`src/rtl/jtag_bus_master_pkg.sv`:
```
// jtag_bus_master_pkg: shared state encoding, timeout width and burst-length clamp
package jtag_bus_master_pkg;
  typedef enum logic [2:0] {
    S_IDLE, S_FILL, S_REQ, S_BEGIN, S_WDATA, S_END, S_RDATA, S_DONE
  } state_t;
  localparam int TO_W = 8;
  function automatic logic [7:0] clamp_len(input logic [7:0] len, input int max_burst);
    return ({1'b0, len} > 9'(max_burst - 1)) ? 8'(max_burst - 1) : len;
  endfunction
endpackage

```
`src/rtl/jtag_bus_master_burst_buffer.sv`:
```
// jtag_burst_buffer: write-burst word store with fill pointer, drain index and flush
module jtag_burst_buffer #(
  parameter int DEPTH = 16,
  localparam int AW = DEPTH > 1 ? $clog2(DEPTH) : 1
) (
  input  logic          clk,
  input  logic          rst,
  input  logic          flush,
  input  logic          wr_en,
  input  logic [31:0]   wr_data,
  input  logic          rd_adv,
  output logic [31:0]   rd_data,
  output logic [AW:0]   wr_cnt,
  output logic [AW:0]   rd_idx
);
  logic [31:0] mem [DEPTH];
  always_ff @(posedge clk) begin
    if (wr_en) mem[wr_cnt[AW-1:0]] <= wr_data;
  end
  always_ff @(posedge clk) begin
    if (rst || flush) begin
      wr_cnt <= '0;
      rd_idx <= '0;
    end else begin
      wr_cnt <= wr_en ? wr_cnt + 1'b1 : wr_cnt;
      rd_idx <= rd_adv ? rd_idx + 1'b1 : rd_idx;
    end
  end
  assign rd_data = mem[rd_idx[AW-1:0]];
endmodule

```
`src/rtl/jtag_bus_master.sv`:
```
// jtag_bus_master: executes buffered write / streamed read bursts from the debug layer on the system bus
module jtag_bus_master
  import jtag_bus_master_pkg::*;
#(
  parameter int MAX_BURST = 16,
  parameter int TIMEOUT   = 255,
  localparam int AW = MAX_BURST > 1 ? $clog2(MAX_BURST) : 1
) (
  input  logic        system_clock,
  input  logic        system_reset,
  input  logic        cmd_valid,
  output logic        cmd_ready,
  input  logic        cmd_write,
  input  logic [31:0] cmd_addr,
  input  logic [7:0]  cmd_len,
  input  logic [3:0]  cmd_byte_en,
  input  logic        wdata_valid,
  output logic        wdata_ready,
  input  logic [31:0] wdata,
  output logic        rdata_valid,
  output logic [31:0] rdata,
  output logic        done,
  output logic        error,
  output logic        request_out,
  input  logic        grant_in,
  output logic [31:0] address_dataOUT,
  output logic [3:0]  byte_enablesOUT,
  output logic [7:0]  burstSizeOUT,
  output logic        read_n_writeOUT,
  output logic        begin_transactionOUT,
  output logic        end_transactionOUT,
  output logic        data_validOUT,
  output logic        busyOUT,
  input  logic [31:0] address_dataIN,
  input  logic        end_transactionIN,
  input  logic        data_validIN,
  input  logic        busyIN,
  input  logic        errorIN
);
  localparam logic [TO_W-1:0] TO_LAST = TO_W'(TIMEOUT - 1);
  state_t state_q, state_d;
  logic write_q, write_d, err_q, err_d;
  logic [31:0] addr_q, addr_d, rd_data;
  logic [7:0] len_q, len_d;
  logic [3:0] be_q, be_d;
  logic [TO_W-1:0] cnt_q, cnt_d;
  logic [8:0] rcnt_q, rcnt_d;
  logic [AW:0] wr_cnt, rd_idx;
  logic watched, progress, timeout, wr_last, rd_last;
  jtag_burst_buffer #(.DEPTH(MAX_BURST)) u_buf (
    .clk(system_clock),
    .rst(system_reset),
    .flush(state_q == S_DONE),
    .wr_en(state_q == S_FILL && wdata_valid),
    .wr_data(wdata),
    .rd_adv(state_q == S_WDATA && !busyIN),
    .rd_data(rd_data),
    .wr_cnt(wr_cnt),
    .rd_idx(rd_idx)
  );
  assign wr_last  = 9'(wr_cnt) == {1'b0, len_q};
  assign rd_last  = 9'(rd_idx) == {1'b0, len_q};
  assign watched  = state_q inside {S_REQ, S_WDATA, S_RDATA};
  assign progress = (state_q == S_REQ && grant_in) || (state_q == S_WDATA && !busyIN) ||
                    (state_q == S_RDATA && data_validIN);
  assign timeout  = TIMEOUT != 0 && watched && !progress && cnt_q == TO_LAST;
  always_comb begin
    state_d = state_q;
    write_d = write_q;
    addr_d  = addr_q;
    len_d   = len_q;
    be_d    = be_q;
    err_d   = err_q;
    rcnt_d  = rdata_valid ? rcnt_q + 9'd1 : rcnt_q;
    cnt_d   = (!watched || progress) ? '0 : cnt_q + 1'b1;
    case (state_q)
      S_IDLE: if (cmd_valid) begin
        write_d = cmd_write;
        addr_d  = cmd_addr & ~32'h3;
        len_d   = clamp_len(cmd_len, MAX_BURST);
        be_d    = cmd_byte_en;
        rcnt_d  = '0;
        state_d = cmd_write ? S_FILL : S_REQ;
      end
      S_FILL: state_d = (wdata_valid && wr_last) ? S_REQ : S_FILL;
      S_REQ: begin
        err_d   = err_q | timeout;
        state_d = timeout ? S_DONE : grant_in ? S_BEGIN : S_REQ;
      end
      S_BEGIN: begin
        err_d   = err_q | errorIN;
        state_d = !write_q ? S_RDATA : errorIN ? S_END : S_WDATA;
      end
      S_WDATA: begin
        err_d   = err_q | errorIN | timeout;
        state_d = (errorIN || timeout || (!busyIN && rd_last)) ? S_END : S_WDATA;
      end
      S_END: state_d = S_DONE;
      S_RDATA: begin
        err_d   = err_q | errorIN | timeout;
        state_d = (end_transactionIN || timeout) ? S_DONE : S_RDATA;
      end
      S_DONE: begin
        err_d   = 1'b0;
        state_d = S_IDLE;
      end
      default: state_d = S_IDLE;
    endcase
  end
  always_ff @(posedge system_clock) begin
    if (system_reset) begin
      state_q <= S_IDLE;
      write_q <= 1'b0;
      addr_q  <= '0;
      len_q   <= '0;
      be_q    <= '0;
      err_q   <= 1'b0;
      cnt_q   <= '0;
      rcnt_q  <= '0;
    end else begin
      state_q <= state_d;
      write_q <= write_d;
      addr_q  <= addr_d;
      len_q   <= len_d;
      be_q    <= be_d;
      err_q   <= err_d;
      cnt_q   <= cnt_d;
      rcnt_q  <= rcnt_d;
    end
  end
  assign cmd_ready            = state_q == S_IDLE;
  assign wdata_ready          = state_q == S_FILL;
  assign rdata_valid          = state_q == S_RDATA && data_validIN && !errorIN && !err_q &&
                                rcnt_q <= {1'b0, len_q};
  assign rdata                = rdata_valid ? address_dataIN : '0;
  assign done                 = state_q == S_DONE;
  assign error                = state_q == S_DONE && err_q;
  assign request_out          = state_q inside {S_REQ, S_BEGIN, S_WDATA, S_RDATA, S_END};
  assign begin_transactionOUT = state_q == S_BEGIN;
  assign address_dataOUT      = state_q == S_BEGIN ? addr_q : state_q == S_WDATA ? rd_data : '0;
  assign byte_enablesOUT      = state_q == S_BEGIN ? be_q : '0;
  assign burstSizeOUT         = state_q == S_BEGIN ? len_q : '0;
  assign read_n_writeOUT      = state_q == S_BEGIN && !write_q;
  assign end_transactionOUT   = state_q == S_END;
  assign data_validOUT        = state_q == S_WDATA;
  assign busyOUT              = 1'b0;
endmodule

```
`config.mk`:
```
export PLATFORM = sky130hd
export DESIGN_NAME = jtag_bus_master
export DESIGN_NICKNAME = d
export VERILOG_FILES = /design/src/rtl/jtag_bus_master_pkg.sv /design/src/rtl/jtag_bus_master_burst_buffer.sv /design/src/rtl/jtag_bus_master.sv
export SDC_FILE = /design/constraint.sdc
export NUM_CORES = 1
export LEC_CHECK = 0
export ABC_AREA = 1
export BUFFER_PORTS_ARGS = -buffer_cell sky130_fd_sc_hd__buf_4
export CORE_ASPECT_RATIO = 1.25
export CORE_MARGIN = 3
export CORE_UTILIZATION = 45
export DETAILED_ROUTE_END_ITERATION = 6
export PLACE_DENSITY = 0.67
export SLEW_MARGIN = 20
export SYNTH_ARGS = -nofsm -noshare
export SYNTH_HDL_FRONTEND = slang
export SYNTH_SLANG_ARGS = --single-unit
export TNS_END_PERCENT = 20
```
`constraint.sdc`:
```
create_clock -name system_clock -period 3.93 [get_ports system_clock]
set_input_delay 0 -clock system_clock [delete_from_list [all_inputs] [get_ports system_clock]]
set_output_delay 0 -clock system_clock [all_outputs]
set_load 0.005 [all_outputs]
```
==> out/metrics.cfg, run 1 <==
[outcome]
status=finished clean

[grt]
grt_use_total_pct=21.99
grt_antenna_before_repair=1
grt.overflow.total=0
grt_max_degree=257
grt_pass1_wl_mm=95.44
grt_pass1_vias=16900

[detailed_routing]
avgRoutedWirePerCell_um=20.50
drtIter0Drc=1349
viasPerCell=5.589
antenna_left=0
route.vias.total=17180
wl_mm=63.03
dr.pass1.iters=5
route.detailed.drc=0

[critical_path]
worstPathArrival_ps=3130
end_kind=output pin
cp_max_fo=256
cp-start-kind=flop
worstSetupPathType=flop to output pin
worstPathRequired_ps=3930

[timing]
rsz0062_at_grt=no
finalSetupTns_ps=0
layout_setup_ws_ps=796.0
tightest_slew_ps=1313
fin_worst_skew_ps=17.18
period_needed_ps=3134
setup_viol=0
drv_slew=0
period_share_pct=79.75
maxSlewHeadroom_pct=12.45
finalHoldViolCount=0
max_freq_ghz=0.3191

[yosys]
synth_nets=2239
yosys_register_bits=590
netlist.area_leader.share_pct=63.73
postSynthAreaPerCell_sq_um=11.46
yosysMostFrequentCell=edfxtp_1
syn-cell-area_sq_um=24130
yosysSeqAreaShare_pct=70.20
synth_top_area_cell=edfxtp_1
synthArstFlopShare_pct=0
netlist_top_cells_count=edfxtp_1, nor2_1, o21ai_0
synth_cell_types=40
synthCells=2105
ys_warn_count=0
synth.area.top_cells=edfxtp_1, o21ai_0, dfxtp_1
synth_edf_count=512
synth_ff_type=edfxtp_1

[final_layout]
fin_area_sq_um=29010
nNetsFinal=2489
drive_gt1_share_pct=15.12
area_growth_pct=20.26

[pwr]
p_comb_share_pct=6.4
clkPwrFrac_pct=40.1
p_int_w=0.01016
switchingPower_w=0.002828
p_leak_nw=10.26
p_sw_share_pct=21.78
irDropWorstVdd_mv=0.3082
seqPwrFrac_pct=53.5
p_per_area_nw_per_um2=447.5
p_total_w=0.01298

[placed_design]
routabilityCongestion=0.8344
place_area_sq_um=26380
dp_hpwl_mm=36.05
dpl_worst_slack_ps=1174
portBuffers=201

[clocking]
cts_resized=0
insertion_delay_ps=610
cts_made_buffers=56
clockBufferDepth=3
cts_setup_buffers=0
numClockSinks=590
holdBufCountCts=85
clock_tree.root_cell=clkbuf_16
cts_tree=built
htree_levels=2
cts.clk_slew.worst_paths_ps=60

[floorplanning]
die_area_sq_um=56440
die_x_um=213.1
die_height_um=264.9
std_cell_rows=94
floorplan.initialDensity_pct=45.69
core_area_sq_um=52810
ios=205

[job]
cap_violations=0

[worst_hold_path]
hold_path_class=input pin to flop

power by group through the flow:
| stage | Combinational [W] | Sequential, W | Clock, W |
|---|---|---|---|
| floorplan | 0.000426 | 0.00706 | 0 |
| global placement | 0.000735 | 0.00707 | 0 |
| detailed placement | 0.000759 | 0.00707 | 0 |
| CTS | 0.000834 | 0.00694 | 0.00530 |
| global route | 0.000927 | 0.00695 | 0.00556 |
| finish | 0.000835 | 0.00694 | 0.00521 |
per-stage QoR:
| stage | hold slack [ps] | utilization [%] | cells |
|---|---|---|---|
| after floorplan | 70.71 | - | 2105 |
| after global placement | 236.9 | 49.95 | 2884 |
| after detailed placement | 245.0 | 49.95 | 2884 |
| after CTS | 52.86 | 54.94 | 3073 |
| after global routing | 136.2 | 54.94 | 3073 |
| final | 107.4 | 54.94 | 3074 |
worst max-delay path, stage by stage, from the launching register on:
cell and delay, ps:
dfxtp_4 380, buf_12 530, o21ai_0 270, o221ai_1 220, o21ai_0 120, nand2_1 110, nand2_1 110, o21ai_0 180
buf_4 190
cells by family after synthesis:
family | count (synthesis) | share of synthesized area [%]
xor gates and xnor gates | 6 | 0.2178
adders and majority gates | 16 | 0.8298
other | 1 | 0.01554
buffers and inverters | 258 | 4.600
AOI/OAI and AO/OA | 581 | 13.29
DFF | 590 | 70.20
and+or+nand+nor | 653 | 10.84
layer usage:
layer	wire length [um]	track usage, %	part of all wire [%]	vias up
met3	4349	3.504	6.9	102
met1	25530	28.92	41	8419
met4	1648	7.447	2.6	0
li1	-	-	-	8016
met2	31500	37.24	50	645
met5	0	0	0	-
cells in the final DEF (no fill, tap or decap), types with 25 or more instances in the layout:
cell type      count
nand3_1           53
o21ai_1           55
o221ai_1          25
nor2_1           385
buf_4            230
a21oi_1           60
edfxtp_1         512
dfxtp_1           74
dlygate4sd3_1     85
clkbuf_16         58
inv_1            119
nand2_1          161
o211ai_1          33
o21ai_0          322
o22ai_1           75
state kept, by name (all words and copies together), names as in the netlist, named ones only:
name / flops
u_buf.mem: 512
addr_q: 30
u_buf.wr_cnt: 5
len_q: 8
be_q: 4
state_q: 3
write_q: 1
cnt_q: 8
err_q: 1
u_buf.rd_idx: 5
rcnt_q: 9
area by class of cell:
class	count	area, sq um
Multi-Input combinational cell	1257	6205
Tap cell	672	840.8
Timing Repair Buffer	324	2758
Fill cell	4252	23790
Inverter	126	478.0
Sequential cell	590	16950
Antenna cell	1	2.502
Clock buffer	72	1524
Clock inverter	32	257.7
worst paths after layout:
| check | start | to | slack (ps) | cells past startpoint |
|---|---|---|---|---|
| setup / recovery | flop | address_dataOUT[4] | 800 | 8 |
| hold / removal | cmd_valid | addr_q[14] | 110 | 3 |
| setup reg to reg | state_q[0] | u_buf.mem[9][23] | 1120 | 9 |
| hold reg to reg | addr_q[18] | addr_q[18] | 450 | 2 |
No activity file was read; power rests on OpenSTA's default activity.
==> run 2, diff against run 1 <==
==> constraint.sdc (replaced) <==
create_clock -name system_clock -period 3.1 [get_ports system_clock]
set_input_delay 0 -clock system_clock [delete_from_list [all_inputs] [get_ports system_clock]]
set_output_delay 0 -clock system_clock [all_outputs]
set_load 0.005 [all_outputs]
==> out/metrics.cfg, run 2 (synthesized netlist as in run 1, its figures left out) <==
[critical_path]
cp-start-kind=flop
worstSetupPathType=flop to output pin
end_kind=output pin
worstPathRequired_ps=3100  ; -830 ps
worstPathArrival_ps=3070  ; -60 ps
r2r-end=len_q[2]
reg2regPathDepth=9  ; unchanged
r2r_setup_slack_ps=200  ; -920 ps
cp_max_fo=136  ; -47%
r2r_start=state_q[1]

[pwr]
p_comb_share_pct=6.7  ; +0.3 points
p_per_area_nw_per_um2=563.2  ; +26%
p_leak_nw=10.32  ; +0.56%
irDropWorstVdd_mv=0.5466  ; +77%
switchingPower_w=0.003588  ; +27%
clkPwrFrac_pct=39.8  ; -0.3 points
p_sw_share_pct=21.84  ; +0.063 points
p_int_w=0.01284  ; +26%
seqPwrFrac_pct=53.6  ; about the same

[grt]
grt_pass1_wl_mm=96.12  ; +0.72%
grt_pass1_vias=17200  ; +1.8%
grt_max_degree=137  ; -47%
grt_use_total_pct=22.07  ; +0.082 points
grt_antenna_before_repair=1  ; unchanged
grt.overflow.total=0  ; unchanged

[floorplanning]
die_height_um=264.9  ; unchanged
std_cell_rows=94  ; unchanged
ios=205  ; unchanged
core_area_sq_um=52810  ; unchanged
die_x_um=213.1  ; unchanged
floorplan.initialDensity_pct=45.69  ; unchanged
die_area_sq_um=56440  ; unchanged

[final_layout]
fin_cells=3080  ; +0.20%
area_growth_pct=20.87
drive_gt1_share_pct=15.12  ; about the same
layout_commonest_cell=edfxtp_1
largest_reg_flops=512  ; unchanged
nNetsFinal=2496  ; +0.28%
final_cell_mix=edfxtp_1, nor2_1, o21ai_0, buf_4, nand2_1

[placed_design]
dp_hpwl_mm=36.97  ; +2.6%
routabilityCongestion=0.8596  ; +3.0%
post-place-cells=2889  ; +0.17%
dpl_worst_slack_ps=610.1  ; -564.1 ps
portBuffers=201  ; unchanged

[worst_hold_path]
worstHoldPathCells=3  ; unchanged
hold_start=system_reset
holdPathEnd=len_q[3]
hold_path_class=input pin to flop

[timing]
layout_setup_ws_ps=26.22  ; -769.8 ps
fin_worst_skew_ps=15.62  ; -1.560 ps
period_share_pct=99.15
finalSetupTns_ps=0  ; unchanged
maxSlewHeadroom_pct=46.39  ; +34 points
tightest_slew_ps=803.3  ; -510.0 ps
period_needed_ps=3074
drv_slew=0  ; unchanged
setup_viol=0  ; unchanged
finalHoldViolCount=0  ; unchanged
max_freq_ghz=0.3253

[detailed_routing]
drtIter0Drc=1410  ; +4.5%
route.detailed.drc=0  ; unchanged
wl_mm=62.91  ; -0.20%
dr.pass1.iters=5  ; unchanged
avgRoutedWirePerCell_um=20.42  ; -0.39%
antenna_left=0  ; unchanged
viasPerCell=5.614  ; +0.44%
route.vias.total=17290  ; +0.64%

[clocking]
numClockSinks=590  ; unchanged
htree_levels=2  ; unchanged
insertion_delay_ps=610  ; about the same
cts.clk_slew.worst_paths_ps=60  ; about the same
clock_tree.root_cell=clkbuf_16
cts_tree=built
clockBufferDepth=3  ; unchanged
cts_made_buffers=55  ; -1.8%

[outcome]
status=finished clean

[job]
cap_violations=0  ; unchanged

==> run 2: changes by cell type in the layout (fill, tap and decap cells not counted), sizes merged <==
cell         change
bufinv           +2
dlygate4sd3      +3
clkinvlp         -1
inv              +2
clkinv           +1
clkbuf           -6
buf              +5
==> run 2: worst max-delay path by stage <==
stage / depth (start not counted) / end / start / slack (ps)
2_1_floorplan: 9 / u_buf.mem[0][0] / state_q[0] / 250
3_3_place_gp: 9 / u_buf.mem[0][25] / state_q[0] / 640
3_5_place_dp: 9 / u_buf.mem[2][25] / state_q[0] / 610
4_1_cts: 8 / address_dataOUT[11] / flop / 70
5_1_grt: 8 / address_dataOUT[20] / flop / -3
6_report: 8 / address_dataOUT[20] / flop / 30
==> run 2: cell type report <==
cell class                      instances  area (sq um)
Antenna cell                            1         2.502
Fill cell                            4263         23650
Inverter                              126         480.5
Clock inverter                         36         309.0
Clock buffer                           66          1418
Timing Repair Buffer                  332          2953
Multi-Input combinational cell       1257          6208
Tap cell                              672         840.8
Sequential cell                       590         16950
==> run 2: through the flow <==
step	hold WS, ps	area, sq um	total power, W	util (%)
after global routing	187.4	29160	0.01695	55.22
after detailed placement	244.0	26530	0.009951	50.24
after CTS	136.1	29140	0.01653	55.17
after global placement	238.0	26530	0.009916	50.24
after floorplan	70.71	24130	0.009495	-
final	206.0	29160	0.01642	55.22
==> run 2: worst max-delay path, stage by stage (launching register included) <==
cell     delay (ps)
dfxtp_4         520
buf_16          350
o21ai_0         210
o22ai_1         260
o21ai_0         110
nand2_1         110
nand3_1         110
o21ai_0         260
buf_4           220
==> run 2: per-layer routing <==
metal / up-vias / track usage [%] / part of all wire (%)
met5: - / 0 / 0
met4: 0 / 6.836 / 2.6
met3: 124 / 4.723 / 8.3
met2: 738 / 36.91 / 49
met1: 8409 / 28.94 / 40
li1: 8021 / - / -
==> run 2: power groups by stage <==
stage	logic, W	clock network [W]	registers [W]
6_report	0.00110	0.00653	0.00880
5_1_grt	0.00122	0.00693	0.00881
4_1_cts	0.00109	0.00664	0.00880
3_3_place_gp	0.000953	0	0.00896
3_5_place_dp	0.000983	0	0.00897
2_1_floorplan	0.000540	0	0.00895
==> run 2: what timing repair did <==
| action | CTS | global route |
|---|---|---|
| buffers inserted | 0 | 0 |
| endpoints found under the setup margin | 0 | 3 |
| endpoints found under the hold margin | 580 | 0 |
| gates resized for setup | 0 | 4 |
| hold buffers | 88 | 0 |
